**src/rtl/mem_pkg.sv**
```systemverilog
// Shared definitions for the MEM pipeline stage: funct3 codes, write-back
// select encodings, the canonical NOP, FSM states and the MEM/WB slot layout.
package mem_pkg;

    typedef enum logic [2:0] {
        F3_LB  = 3'b000,
        F3_LH  = 3'b001,
        F3_LW  = 3'b010,
        F3_LBU = 3'b100,
        F3_LHU = 3'b101
    } load_f3_e;

    typedef enum logic [2:0] {
        F3_SB = 3'b000,
        F3_SH = 3'b001,
        F3_SW = 3'b010
    } store_f3_e;

    typedef enum logic [1:0] {
        WB_SEL_MEM = 2'd0,
        WB_SEL_ALU = 2'd1,
        WB_SEL_PC4 = 2'd2
    } wb_sel_e;

    localparam logic [31:0] NOP_INST = 32'h0000_0013;

    typedef enum logic {
        IDLE = 1'b0,
        REQ  = 1'b1
    } state_e;

    typedef enum logic [1:0] {
        SZ_BYTE,
        SZ_HALF,
        SZ_WORD
    } size_e;

    typedef struct packed {
        logic        valid;
        logic        regwen;
        logic [1:0]  wbsel;
        logic [31:0] alu;
        logic [31:0] pc_four;
        logic [31:0] mem;
        logic [31:0] inst;
    } wb_slot_t;

    localparam wb_slot_t BUBBLE = '{
        valid:   1'b0,
        regwen:  1'b0,
        wbsel:   2'b00,
        alu:     32'h0,
        pc_four: 32'h0,
        mem:     32'h0,
        inst:    NOP_INST
    };

    // Unlisted funct3 codes fall through to word access.
    function automatic size_e access_size(input logic [2:0] funct3, input logic is_load);
        size_e sz;
        sz = SZ_WORD;
        if (funct3 == F3_SB)
            sz = SZ_BYTE;
        else if (funct3 == F3_SH)
            sz = SZ_HALF;
        else if (is_load && funct3 == F3_LBU)
            sz = SZ_BYTE;
        else if (is_load && funct3 == F3_LHU)
            sz = SZ_HALF;
        return sz;
    endfunction

endpackage

```
**src/rtl/lsu_align.sv**
```systemverilog
// Combinational lane logic: store byte-enables / replicated write data, and
// load lane selection with sign or zero extension.
module lsu_align
    import mem_pkg::*;
(
    input  logic [2:0]  st_funct3,
    input  logic [1:0]  st_addr_lo,
    input  logic [31:0] st_data,
    output logic [3:0]  st_be,
    output logic [31:0] st_wdata,
    input  logic [2:0]  ld_funct3,
    input  logic [1:0]  ld_addr_lo,
    input  logic [31:0] ld_rdata,
    output logic [31:0] ld_data
);

    logic [7:0]  lane_byte;
    logic [15:0] lane_half;
    logic        ld_signed;

    // NOTE: every output of a combinational block gets a default first, so no path leaves it unassigned and no latch is inferred.
    always_comb begin
        st_be    = 4'b1111;
        st_wdata = st_data;
        case (access_size(st_funct3, 1'b0))
            SZ_BYTE: begin
                st_be    = 4'b0001 << st_addr_lo;
                st_wdata = {4{st_data[7:0]}};
            end
            SZ_HALF: begin
                st_be    = 4'b0011 << {st_addr_lo[1], 1'b0};
                st_wdata = {2{st_data[15:0]}};
            end
            default: ;
        endcase
    end

    always_comb begin
        lane_byte = ld_rdata[{ld_addr_lo, 3'b000} +: 8];
        lane_half = ld_addr_lo[1] ? ld_rdata[31:16] : ld_rdata[15:0];
        ld_signed = (ld_funct3 == F3_LB) || (ld_funct3 == F3_LH);
        ld_data   = ld_rdata;
        case (access_size(ld_funct3, 1'b1))
            SZ_BYTE: ld_data = {{24{ld_signed & lane_byte[7]}}, lane_byte};
            SZ_HALF: ld_data = {{16{ld_signed & lane_half[15]}}, lane_half};
            default: ;
        endcase
    end

endmodule

```
**src/rtl/mem_stage.sv**
```systemverilog
// MEM pipeline stage: issues one data-memory transaction per load/store and
// loads the MEM/WB register. Optional misalignment trap: MEM_MISALIGN_TRAP_EN.
module mem_stage
    import mem_pkg::*;
(
    input  logic        i_clk,
    input  logic        i_rst_n,
    input  logic        ex_valid,
    input  logic [31:0] ALU,
    input  logic [31:0] rs2_data,
    input  logic [31:0] PC_four,
    input  logic [31:0] instMEM,
    input  logic        mem_rd,
    input  logic        mem_wr,
    input  logic [1:0]  WBSel,
    input  logic        RegWEn,
    input  logic        flush,
    output logic        dmem_req,
    output logic        dmem_we,
    output logic [31:0] dmem_addr,
    output logic [31:0] dmem_wdata,
    output logic [3:0]  dmem_be,
    input  logic [31:0] dmem_rdata,
    input  logic        dmem_ack,
    output logic        mem_stall,
    output logic        misalign,
    output logic        wb_valid,
    output logic [31:0] wb_ALU,
    output logic [31:0] wb_PC_four,
    output logic [31:0] wb_Mem,
    output logic [31:0] wb_inst,
    output logic [1:0]  wb_WBSel,
    output logic        wb_RegWEn
);

    state_e      state_q, state_d;
    logic        req_q, req_d;
    logic        we_q, we_d;
    logic [3:0]  be_q, be_d;
    logic [31:0] addr_q, addr_d;
    logic [31:0] wdata_q, wdata_d;
    wb_slot_t    wb_q, wb_d;
    wb_slot_t    cap_q, cap_d;
    logic [2:0]  cap_f3_q, cap_f3_d;
    logic [1:0]  cap_lo_q, cap_lo_d;
    logic        cap_load_q, cap_load_d;

    logic [2:0]  funct3;
    logic        mem_op;
    logic        trap;
    logic        stall_c;
    logic [3:0]  st_be;
    logic [31:0] st_wdata;
    logic [31:0] ld_data;
    wb_slot_t    slot;

    assign funct3 = instMEM[14:12];
    assign mem_op = mem_rd | mem_wr;

    lsu_align u_lsu_align (
        .st_funct3  (funct3),
        .st_addr_lo (ALU[1:0]),
        .st_data    (rs2_data),
        .st_be      (st_be),
        .st_wdata   (st_wdata),
        .ld_funct3  (cap_f3_q),
        .ld_addr_lo (cap_lo_q),
        .ld_rdata   (dmem_rdata),
        .ld_data    (ld_data)
    );

`ifdef MEM_MISALIGN_TRAP_EN
    size_e trap_sz;
    logic  misalign_q, misalign_d;

    assign trap_sz = access_size(funct3, ~mem_wr);
    assign trap    = ex_valid & mem_op & ~flush &
                     (((trap_sz == SZ_HALF) & ALU[0]) | ((trap_sz == SZ_WORD) & (|ALU[1:0])));
    assign misalign_d = (state_q == IDLE) & trap;

    always_ff @(posedge i_clk) begin
        if (!i_rst_n)
            misalign_q <= 1'b0;
        else
            misalign_q <= misalign_d;
    end

    assign misalign = misalign_q;
`else
    assign trap     = 1'b0;
    assign misalign = 1'b0;
`endif

    always_comb begin
        slot         = BUBBLE;
        slot.valid   = 1'b1;
        slot.regwen  = RegWEn;
        slot.wbsel   = WBSel;
        slot.alu     = ALU;
        slot.pc_four = PC_four;
        slot.inst    = instMEM;
    end

    always_comb begin
        state_d    = state_q;
        req_d      = req_q;
        we_d       = we_q;
        be_d       = be_q;
        addr_d     = addr_q;
        wdata_d    = wdata_q;
        cap_d      = cap_q;
        cap_f3_d   = cap_f3_q;
        cap_lo_d   = cap_lo_q;
        cap_load_d = cap_load_q;
        wb_d       = BUBBLE;
        stall_c    = 1'b0;

        unique case (state_q)
            IDLE: begin
                if (ex_valid && !flush && !trap) begin
                    if (mem_op) begin
                        state_d    = REQ;
                        req_d      = 1'b1;
                        we_d       = mem_wr;
                        be_d       = mem_wr ? st_be : 4'b1111;
                        addr_d     = {ALU[31:2], 2'b00};
                        wdata_d    = mem_wr ? st_wdata : 32'h0;
                        cap_d      = slot;
                        cap_f3_d   = funct3;
                        cap_lo_d   = ALU[1:0];
                        cap_load_d = ~mem_wr;
                        stall_c    = 1'b1;
                    end else begin
                        wb_d = slot;
                    end
                end
            end
            REQ: begin
                // A flush here only kills the slot; the bus cycle must still finish.
                if (flush)
                    cap_d.valid = 1'b0;
                if (dmem_ack) begin
                    wb_d       = cap_q;
                    wb_d.valid = cap_q.valid & ~flush;
                    wb_d.mem   = cap_load_q ? ld_data : 32'h0;
                    req_d      = 1'b0;
                    state_d    = IDLE;
                end else begin
                    stall_c = 1'b1;
                end
            end
        endcase

        if (!wb_d.valid)
            wb_d = BUBBLE;
    end

    // NOTE: state registers use non-blocking assignments so every flop samples pre-edge values regardless of statement order.
    always_ff @(posedge i_clk) begin
        if (!i_rst_n) begin
            state_q    <= IDLE;
            req_q      <= 1'b0;
            we_q       <= 1'b0;
            be_q       <= 4'b0000;
            addr_q     <= 32'h0;
            wdata_q    <= 32'h0;
            wb_q       <= BUBBLE;
            cap_q      <= BUBBLE;
            cap_f3_q   <= 3'b000;
            cap_lo_q   <= 2'b00;
            cap_load_q <= 1'b0;
        end else begin
            state_q    <= state_d;
            req_q      <= req_d;
            we_q       <= we_d;
            be_q       <= be_d;
            addr_q     <= addr_d;
            wdata_q    <= wdata_d;
            wb_q       <= wb_d;
            cap_q      <= cap_d;
            cap_f3_q   <= cap_f3_d;
            cap_lo_q   <= cap_lo_d;
            cap_load_q <= cap_load_d;
        end
    end

    assign mem_stall  = stall_c & i_rst_n;
    assign dmem_req   = req_q;
    assign dmem_we    = we_q;
    assign dmem_be    = be_q;
    assign dmem_addr  = addr_q;
    assign dmem_wdata = wdata_q;
    assign wb_valid   = wb_q.valid;
    assign wb_RegWEn  = wb_q.regwen & wb_q.valid;
    assign wb_WBSel   = wb_q.wbsel;
    assign wb_ALU     = wb_q.alu;
    assign wb_PC_four = wb_q.pc_four;
    assign wb_Mem     = wb_q.mem;
    assign wb_inst    = wb_q.inst;

endmodule

```
**config.mk**
```make
export PLATFORM = sky130hd
export DESIGN_NAME = mem_stage
export DESIGN_NICKNAME = d
export VERILOG_FILES = /design/src/rtl/mem_pkg.sv /design/src/rtl/lsu_align.sv /design/src/rtl/mem_stage.sv
export SDC_FILE = /design/constraint.sdc
export NUM_CORES = 1
export LEC_CHECK = 0
export BUFFER_PORTS_ARGS = -buffer_cell sky130_fd_sc_hd__buf_2
export CORE_ASPECT_RATIO = 0.7
export CORE_UTILIZATION = 46
export DETAILED_ROUTE_END_ITERATION = 7
export PLACE_DENSITY = 0.75
export REMOVE_ABC_BUFFERS = 1
export SETUP_SLACK_MARGIN = 0.3
export SLEW_MARGIN = 40
export SYNTH_ARGS = -nofsm -noshare
export SYNTH_HDL_FRONTEND = slang
export SYNTH_SLANG_ARGS = --single-unit
export TNS_END_PERCENT = 100
```
**constraint.sdc**
```tcl
create_clock -name i_clk -period 1.55 [get_ports i_clk]
set_input_delay 0.155 -clock i_clk [delete_from_list [all_inputs] [get_ports i_clk]]
set_output_delay 0.155 -clock i_clk [all_outputs]
set_load 0.02 [all_outputs]
```
==> flow_summary.yaml, run 1 <==
synth:
  syn_area_um2: 11600
  ys.flop_type: "dfxtp_1"
  synth_fa_ha_area_share_pct: 0
  synth_area_leaders: "dfxtp_1 47%, buf_4 11%, nand2_1 7.4%, a22oi_1 7.3%, a21boi_0 6.5%"
  postSynthRegisterBits: 272
  avgSynthCellArea_um2: 9.16
  synth-compound-area-share_pct: 19.5
  synthDominantCellAreaShare_pct: 47.1
  synth_top_cell_by_area: "dfxtp_1"
  synth_xor_xnor_area_share_pct: 0
  synth.area.mux_share_pct: 3.18
  yosysWarnings: 0
  synth_top_family_by_area: "compound AO/OA/AOI/OAI gates"
  synth-async-reset-ratio_pct: 0
  synth.most_common_cell: "dfxtp_1"
  seq_area_frac_synth_pct: 47.1
  synth_edf_count: 0
  synth_top_cells_by_count: "272 x dfxtp_1, 227 x nand2_1, 168 x buf_4"
  synth-simple-area-share_pct: 16.0
  synth_cell_type_count: 46
  syn_inst: 1262
setup_path:
  reg2regPathDepth: 8
  cp-startpoint: "state_q"
  r2r_end: "wb_PC_four[1]"
  crit_end: "mem_stall"
  crit_required_ns: 1.39
  r2r_slack_ns: -0.29
  crit_path_max_fanout: 2
  path_class: "flip-flop to output pin"
  startpoint_type: "flip-flop"
  critPathCaptureType: "output pin"
  worstPathArrival_ns: 1.73
  reg2reg_from: "state_q"
placement:
  dp_hpwl_um: 20100
  dp_slack_ns: -0.278
  gp_congestion: 0.824
  dpl_cell_area_um2: 12900
  io_buffer_count: 370
  dp_cells: 1764
die:
  start_util_pct: 46.9
  die_area_um2: 25800
  core_um2: 24700
  fp.dieH_um: 135
  pin_count: 374
  fp.dieW_um: 192
  rows: 48
timing:
  slew_headroom_pct: 58.0
  fmax_ghz: 0.532
  worst_slew_pin_slew_ns: 0.625
  setup-violations-final: 254
  period_share_pct: 121
  timing.final.ws_setup_ns: -0.331
  rsz0062_at_grt: "yes"
  hold_violations: 0
  finalClockSkew_ns: 0.0121
  finalCriticalPeriod_ns: 1.88
  drv_slew: 0
  setup-tns-final_ns: -36.56
status:
  violations: "negative setup slack"
  outcome: "complete, but fails checks"
detailed_routing:
  drt-initial-drc-count: 853
  ant_nets: 0
  viasPerCell: 5.56
  drc: 0
  drt_wl_total_um: 44700
  vias: 11300
  drtPass1Iterations: 5
  wl_per_cell_um: 22.0
clock_network:
  root_buffer: "clkbuf_16"
  clk_latency_ns: 0.53
  cts_tree: "done"
  cts.sinks: 272
  h-tree-depth: 1
  cts.path.max_buffers: 3
  numCtsBuffers: 27
  path_clk_slew_ns: 0.06
power:
  p_per_area_nw_per_um2: 949
  p_leak_uw: 0.00793
  ir_drop_uv: 941
  p_total_uw: 17100
global_route:
  grt_max_degree: 75
  grt_pass1_vias: 10300
  gr-usage-all-layers_pct: 27.5
  grt_pass1_wl_um: 55800
  grt_antenna_before_repair: 1
  grt-ovfl-total: 0
job:
  maxCapViolCount: 0
final_layout:
  nets: 1863
  fin_cells: 2037
  drive_gt1_share_pct: 45.8
  final_cell_area_um2: 18000
  syn2layout_area_growth_pct: 55.9
min_path:
  worstHoldPathType: "primary input to flip-flop"
repair_timing:
action | in CTS | in global routing
hold buffers | 150 | 0
gates cloned | 18 | 18
setup endpoints to repair | 275 | 287
endpoints found under the hold margin | 251 | 0
setup buffers | 17 | 22
resized for setup | 110 | 372
pin swaps | 16 | 154
per-layer routing:
metal  track usage [%]  share of wire [%]  vias to the layer above
met5                 0                  0                        -
met4              10.5                5.2                        0
met3              6.76                9.6                      211
met2              45.3                 47                      732
met1              34.7                 38                     5391
li1                  -                  -                     4989
kinds of logic (layout without fill, tap and decap cells):
kind of cell | after synthesis | in the layout
other | 1 | 4
buffers and inverters | 259 | 706
flip-flops | 272 | 272
multiplexers | 35 | 35
AND/OR/NAND/NOR | 391 | 391
AO/OA/AOI/OAI | 304 | 304
sequential cells by signal, indices dropped and copies added (netlist names), 2 cells and up:
register,count
wb_WBSel,2
dmem_wdata,32
cap_q,100
dmem_be,4
wb_PC_four,32
wb_ALU,32
wb_inst,32
wb_Mem,32
layout make-up:
class / count / area (um2)
antenna: 1 / 2.50
multi-input combinational: 733 / 5650
clock buffer: 34 / 762
timing repair buffer: 654 / 5530
clock inverter: 13 / 199
sequential: 272 / 5460
inverter: 5 / 18.8
fill: 1502 / 6660
tap: 325 / 407
worst max-delay path, cell delays in order (launching register included):
cell and delay (ns):
dfxtp_2 0.33, buf_6 0.12, nor3b_4 0.20, buf_4 0.15, o21ai_4 0.06, a21boi_2 0.19, buf_6 0.15
how the worst min path moves through the flow:
stage,from,end,slack (ns),cells past startpoint
after floorplan,i_rst_n,wb_inst[0],0.22,1
after global placement,dmem_rdata[29],wb_Mem[29],0.37,2
after detailed placement,dmem_rdata[16],wb_Mem[16],0.37,2
after CTS,instMEM[13],wb_inst[13],0.001,3
after global routing,rs2_data[22],dmem_wdata[22],0.02,4
final,rs2_data[22],dmem_wdata[22],0.02,4
metrics by stage:
stage                     hold slack (ns)  utilization, %
after floorplan                     0.217               -
final                              0.0235            73.0
after global placement              0.369            52.3
after detailed placement            0.374            52.3
after global routing               0.0208            73.0
after CTS                         0.00116            65.6
power breakdown:
| group | switching (uW) | internal (uW) | total (uW) |
|---|---|---|---|
| logic | 1340 | 1330 | 2670 |
| registers | 119 | 7170 | 7290 |
| clock network | 2860 | 4300 | 7150 |
| total | 4310 | 12800 | 17100 |
cell usage in the layout, fill, tap and decap left out, types with 4 or more instances in the layout:
cell	count
a21boi_2	46
nand2_1	152
nor2_2	4
o21ai_0	8
a31oi_1	4
o22ai_1	6
nor3_2	4
mux2_2	13
a21o_1	16
a221oi_2	6
buf_12	23
nor2_1	15
a21boi_1	59
o21ai_2	4
dfxtp_1	264
dfxtp_2	7
nand2_4	56
clkbuf_16	42
o22ai_2	4
clkinv_2	5
nand2_2	19
nor2b_1	112
buf_2	356
dlygate4sd3_1	150
a2111oi_4	4
buf_4	51
clkbuf_8	6
nand3_2	4
buf_16	18
a22oi_1	92
buf_6	31
mux2i_1	18
bufinv_16	5
buf_8	8
a22oi_2	20
a21oi_2	4
o2bb2ai_2	8
o211ai_1	8
Power figures use the tool's default switching activity.
==> run 2: changes to the inputs <==
--- a/config.mk
+++ b/config.mk
@@ -9,6 +9,7 @@
 export CORE_ASPECT_RATIO = 0.7
 export CORE_UTILIZATION = 46
 export DETAILED_ROUTE_END_ITERATION = 7
+export HOLD_SLACK_MARGIN = 0.12
 export PLACE_DENSITY = 0.75
 export REMOVE_ABC_BUFFERS = 1
 export SETUP_SLACK_MARGIN = 0.3
==> flow_summary.yaml, run 2 (same netlist as run 1, synthesis figures left out) <==
die:
  start_util_pct: 46.9
  fp.dieW_um: 192
  rows: 48
  pin_count: 374
  fp.dieH_um: 135
  die_area_um2: 25800
  core_um2: 24700
timing:
  finalClockSkew_ns: 0.0136
  drv_slew: 0
  rsz0062_at_grt: "yes"
  finalCriticalPeriod_ns: 1.96
  fmax_ghz: 0.509
  hold_violations: 0
  setup-violations-final: 251
  timing.final.ws_setup_ns: -0.414
  period_share_pct: 127
  setup-tns-final_ns: -42.62
clock_network:
  h-tree-depth: 1
  path_clk_slew_ns: 0.07
  numCtsBuffers: 27
  cts.path.max_buffers: 3
  cts_tree: "done"
  clk_latency_ns: 0.53
  cts.sinks: 272
  root_buffer: "clkbuf_16"
setup_path:
  crit_required_ns: 1.97
  slowest_delay_ns: 0.43
  worstPathArrival_ns: 2.39
  critPathSlowestCell: "or3b_4"
  crit_path_max_fanout: 8
  cp-startpoint: "state_q"
  startpoint_type: "flip-flop"
  reg2reg_from: "state_q"
  critPathCaptureType: "flip-flop"
  path_class: "flip-flop to flip-flop"
  path_cells: "buf_6 > or3b_4 > nor3_4 > buf_6 > buf_12 > buf_12 > a22oi_1 > nor2b_2"
final_layout:
  regMostFlops: "cap_q"
  syn2layout_area_growth_pct: 57.4
  largest_register_ffs: 100
  nets: 1883
  fin_cells: 2058
  drive_gt1_share_pct: 44.7
  final_cell_area_um2: 18200
  final_cell_mix: "368 x buf_2, 270 x dfxtp_1, 168 x dlygate4sd3_1"
  nFillCells: 1451
  final_common_cell: "buf_2"
  final_util_pct: 73.7
placement:
  dpl_cell_area_um2: 12900
  dp_hpwl_um: 20100
  dp_slack_ns: -0.278
  dp_cells: 1764
  io_buffer_count: 370
  gp_congestion: 0.824
status:
  outcome: "complete, but fails checks"
  violations: "negative setup slack"
global_route:
  grt_pass1_wl_um: 57400
  gr-usage-all-layers_pct: 28.4
  grt_pass1_vias: 10500
  grt-ovfl-total: 0
  grt_antenna_before_repair: 2
  grt_max_degree: 75
detailed_routing:
  drtPass1Iterations: 6
  drt-initial-drc-count: 1036
  vias: 11600
  drt_wl_total_um: 46300
  drc: 0
  viasPerCell: 5.62
  ant_nets: 0
  wl_per_cell_um: 22.5
power:
  p_per_area_nw_per_um2: 946
  ir_drop_uv: 938
  p_leak_uw: 0.00806
min_path:
  hp-start: "i_rst_n"
  worstHoldPathType: "primary input to flip-flop"
job:
  maxCapViolCount: 0
## run 2: cell count changes in the layout (fill, tap and decap cells not counted), sizes merged
cell / previous run / this run
bufbuf: 2 / 1
clkbuf: 49 / 52
diode: 1 / 2
dlygate4sd3: 150 / 168
## run 2: timing repair
action                                  CTS  global route
endpoints found under the hold margin   268             0
gates cloned                             18            20
resized for setup                       110           348
pin swaps                                16           162
hold buffers                            168             0
endpoints found under the setup margin  275           291
buffers inserted                         17            22
## run 2: through the flow
step | power, uW | hold slack [ns]
finish | 17200 | 0.169
global route | 17600 | 0.162
CTS | 16500 | 0.123
detailed placement | 8860 | 0.374
global placement | 8820 | 0.369
floorplan | 8080 | 0.217
## run 2: worst paths after layout
kind                endpoint  slack [ns]  cells after the start
setup reg to reg   wb_ALU[2]       -0.41                      8
setup / recovery   wb_ALU[2]       -0.41                      8
hold reg to reg    cap_q[31]        0.45                      2
hold / removal    wb_Mem[11]        0.17                      4
## run 2: metal layers
layer	routed length, um	share of wire, %	track usage, %	vias up
met5	0	0	0	-
met4	2270	4.9	10.7	0
met3	4440	9.6	6.37	220
met2	22000	47	47.2	823
met1	17600	38	35.9	5487
li1	-	-	-	5037
## run 2: cell type report
type / instances / area (um2) / share of cell area (%)
Antenna cell: 2 / 5.00 / 0.0275
Clock buffer: 34 / 762 / 4.19
Clock inverter: 13 / 199 / 1.09
Inverter: 5 / 18.8 / 0.103
Multi-Input combinational cell: 733 / 5650 / 31.0
Sequential cell: 272 / 5450 / 29.9
Tap cell: 325 / 407 / 2.23
Timing Repair Buffer: 674 / 5710 / 31.4
## run 2: worst max-delay path, delay by kind of cell (launching register included)
| family | cells | cell delay, ns |
|---|---|---|
| compound gates | 1 | 0.11 |
| buf+inv | 4 | 0.52 |
| flops | 1 | 0.33 |
| simple gates | 3 | 0.89 |
## run 2: where the power goes
part	internal, uW	switching, uW	total, uW
Combinational	1360	1380	2740
Clock	4300	2900	7200
Sequential	7170	119	7290
==> run 3: changes to the inputs <==
--- a/config.mk
+++ b/config.mk
@@ -5,6 +5,7 @@
 export SDC_FILE = /design/constraint.sdc
 export NUM_CORES = 1
 export LEC_CHECK = 0
+export ABC_AREA = 1
 export BUFFER_PORTS_ARGS = -buffer_cell sky130_fd_sc_hd__buf_2
 export CORE_ASPECT_RATIO = 0.7
 export CORE_UTILIZATION = 46
==> flow_summary.yaml, run 3 <==
detailed_routing:
  drt_wl_total_um: 55300
  drc: 0
  vias: 13400
  drt-initial-drc-count: 1054
  met3_length_um: 6040
  viasPerCell: 5.82
  top_layer: "met4"
  wl_per_cell_um: 24.0
  wl_met2_um: 25800
  wl_met1_um: 19400
  drtPass1Iterations: 5
  ant_nets: 0
synth:
  seq_area_frac_synth_pct: 47.3
  avgSynthCellArea_um2: 7.74
  yosysWarnings: 0
  synth_top_cell_by_area: "dfxtp_1"
  syn_area_um2: 11500
  synth.most_common_cell: "nand2_1"
  ys.flop_type: "dfxtp_1"
  syn_inst: 1487
  synth_top_cells_by_count: "367 x nand2_1, 272 x dfxtp_1, 176 x nor2_1"
  synth_cell_type_count: 28
  postSynthRegisterBits: 272
  synth_edf_count: 0
  synthDominantCellAreaShare_pct: 47.3
  synth_area_leaders: "dfxtp_1 47%, nand2_1 12%, buf_4 11%, a22oi_1 6.4%, a21oi_1 6.1%"
  synth-async-reset-ratio_pct: 0
power:
  p_per_area_nw_per_um2: 885
  p_leak_uw: 0.00857
  ir_drop_uv: 855
global_route:
  gr-usage-all-layers_pct: 34.7
  grt_pass1_wl_um: 69400
  grt_pass1_vias: 12700
  grt-ovfl-total: 0
  grt_antenna_before_repair: 3
  grt_max_degree: 56
setup_path:
  r2r_slack_ns: -0.19
  critPathCaptureType: "flip-flop"
  path_class: "flip-flop to flip-flop"
  crit_path_max_fanout: 6
  startpoint_type: "flip-flop"
  reg2reg_from: "state_q"
  r2r_end: "cap_q[17]"
  worstPathArrival_ns: 2.14
  crit_required_ns: 1.96
  reg2regPathDepth: 10
final_layout:
  regMostFlops: "cap_q"
  syn2layout_area_growth_pct: 72.5
  nets: 2122
  final_common_cell: "buf_2"
  largest_register_ffs: 100
  final_cell_mix: "368 x buf_2, 268 x dfxtp_1, 266 x nand2_1"
  final_cell_area_um2: 19900
  drive_gt1_share_pct: 51.5
min_path:
  hold_depth: 3
  worstHoldPathType: "primary input to flip-flop"
  min_to: "state_q"
  hp-start: "dmem_ack"
timing:
  timing.final.ws_setup_ns: -0.189
  worst_slew_pin_slew_ns: 0.942
  hold_violations: 1
  setup-tns-final_ns: -2.27
  fmax_ghz: 0.575
  hold-worst-slack_ns: -0.0364
  period_share_pct: 112
  finalClockSkew_ns: 0.0164
  rsz0062_at_grt: "yes"
  slew_headroom_pct: 37.2
  setup-violations-final: 77
  finalCriticalPeriod_ns: 1.74
  drv_slew: 0
status:
  violations: "negative hold slack, negative setup slack"
  outcome: "complete, but fails checks"
placement:
  dpl_cell_area_um2: 12600
  dp_hpwl_um: 21200
  io_buffer_count: 370
  gp_congestion: 0.899
  dp_slack_ns: 0.0337
clock_network:
  cts_tree: "done"
  cts.path.max_buffers: 3
  path_clk_slew_ns: 0.07
  h-tree-depth: 1
  root_buffer: "clkbuf_16"
  cts.sinks: 272
  clk_latency_ns: 0.55
  numCtsBuffers: 27
die:
  pin_count: 374
  core_um2: 24600
  rows: 48
  fp.dieH_um: 134
  start_util_pct: 46.7
  die_area_um2: 25700
  fp.dieW_um: 191
job:
  maxCapViolCount: 0
==> run 3: worst max-delay path by stage <==
stage | startpoint | endpoint | slack, ns
3_3_place_gp | state_q | wb_Mem[21] | 0.12
2_1_floorplan | state_q | mem_stall | -1.78
3_5_place_dp | flush | cap_q[126] | 0.03
5_1_grt | state_q | cap_q[17] | -0.25
4_1_cts | state_q | mem_stall | -0.06
6_report | state_q | cap_q[17] | -0.19
==> run 3: cell families (layout without fill, tap and decap cells) <==
family / after synthesis / after routing / share of synthesized area, %
compound gates: 291 / 291 / 15.1
buf+inv: 321 / 802 / 16.4
simple gates: 602 / 603 / 21.1
flops: 272 / 272 / 47.3
other cells: 1 / 6 / 0.0326
==> run 3: critical path, cell delays in order (launching register included) <==
cell and delay, ns:
dfxtp_4 0.37, inv_4 0.06, buf_4 0.10, buf_6 0.09, nand2_4 0.05, nor2_4 0.15, buf_6 0.13, buf_16 0.15
buf_16 0.14, nand2_1 0.05, a21oi_1 0.31
==> run 3: final cells by class <==
| type | count | area [um2] |
|---|---|---|
| multi-input combinational | 897 | 6450 |
| timing repair buffer | 686 | 6290 |
| sequential | 272 | 5460 |
| fill | 1239 | 4770 |
| clock buffer | 34 | 752 |
| tap | 325 | 407 |
| inverter | 67 | 289 |
| clock inverter | 14 | 190 |
| timing repair inverter | 1 | 20.0 |
| antenna | 3 | 7.51 |
==> run 3: power breakdown <==
part	total (uW)	switching (uW)	internal [uW]
sequential	7290	138	7150
clock	7210	3090	4120
combinational	3070	1710	1360
==> run 3: per-stage QoR <==
step	total power (uW)	std cells	util, %	hold slack, ns
6_report	17600	2299	80.6	-0.0364
5_1_grt	18000	2299	80.6	-0.0287
4_1_cts	16700	2263	72.8	-0.0494
3_5_place_dp	8910	1971	51.3	0.381
3_3_place_gp	8880	1971	51.3	0.373
2_1_floorplan	8170	1235	-	0.240
==> run 3: metal layers <==
layer,GRT usage [%],vias to the layer above
li1,-,5616
met1,41.2,6292
met2,58.1,1120
met3,8.61,352
met4,18.0,0
met5,0,-
==> run 3: repair_timing <==
| action | 4_1_cts | 5_1_grt |
|---|---|---|
| endpoints found under the hold margin | 267 | 5 |
| hold buffers | 166 | 1 |
| pin swaps | 80 | 75 |
| resized for setup | 333 | 402 |
| setup endpoints to repair | 266 | 317 |
| setup buffers | 38 | 23 |
| cloned | 40 | 9 |
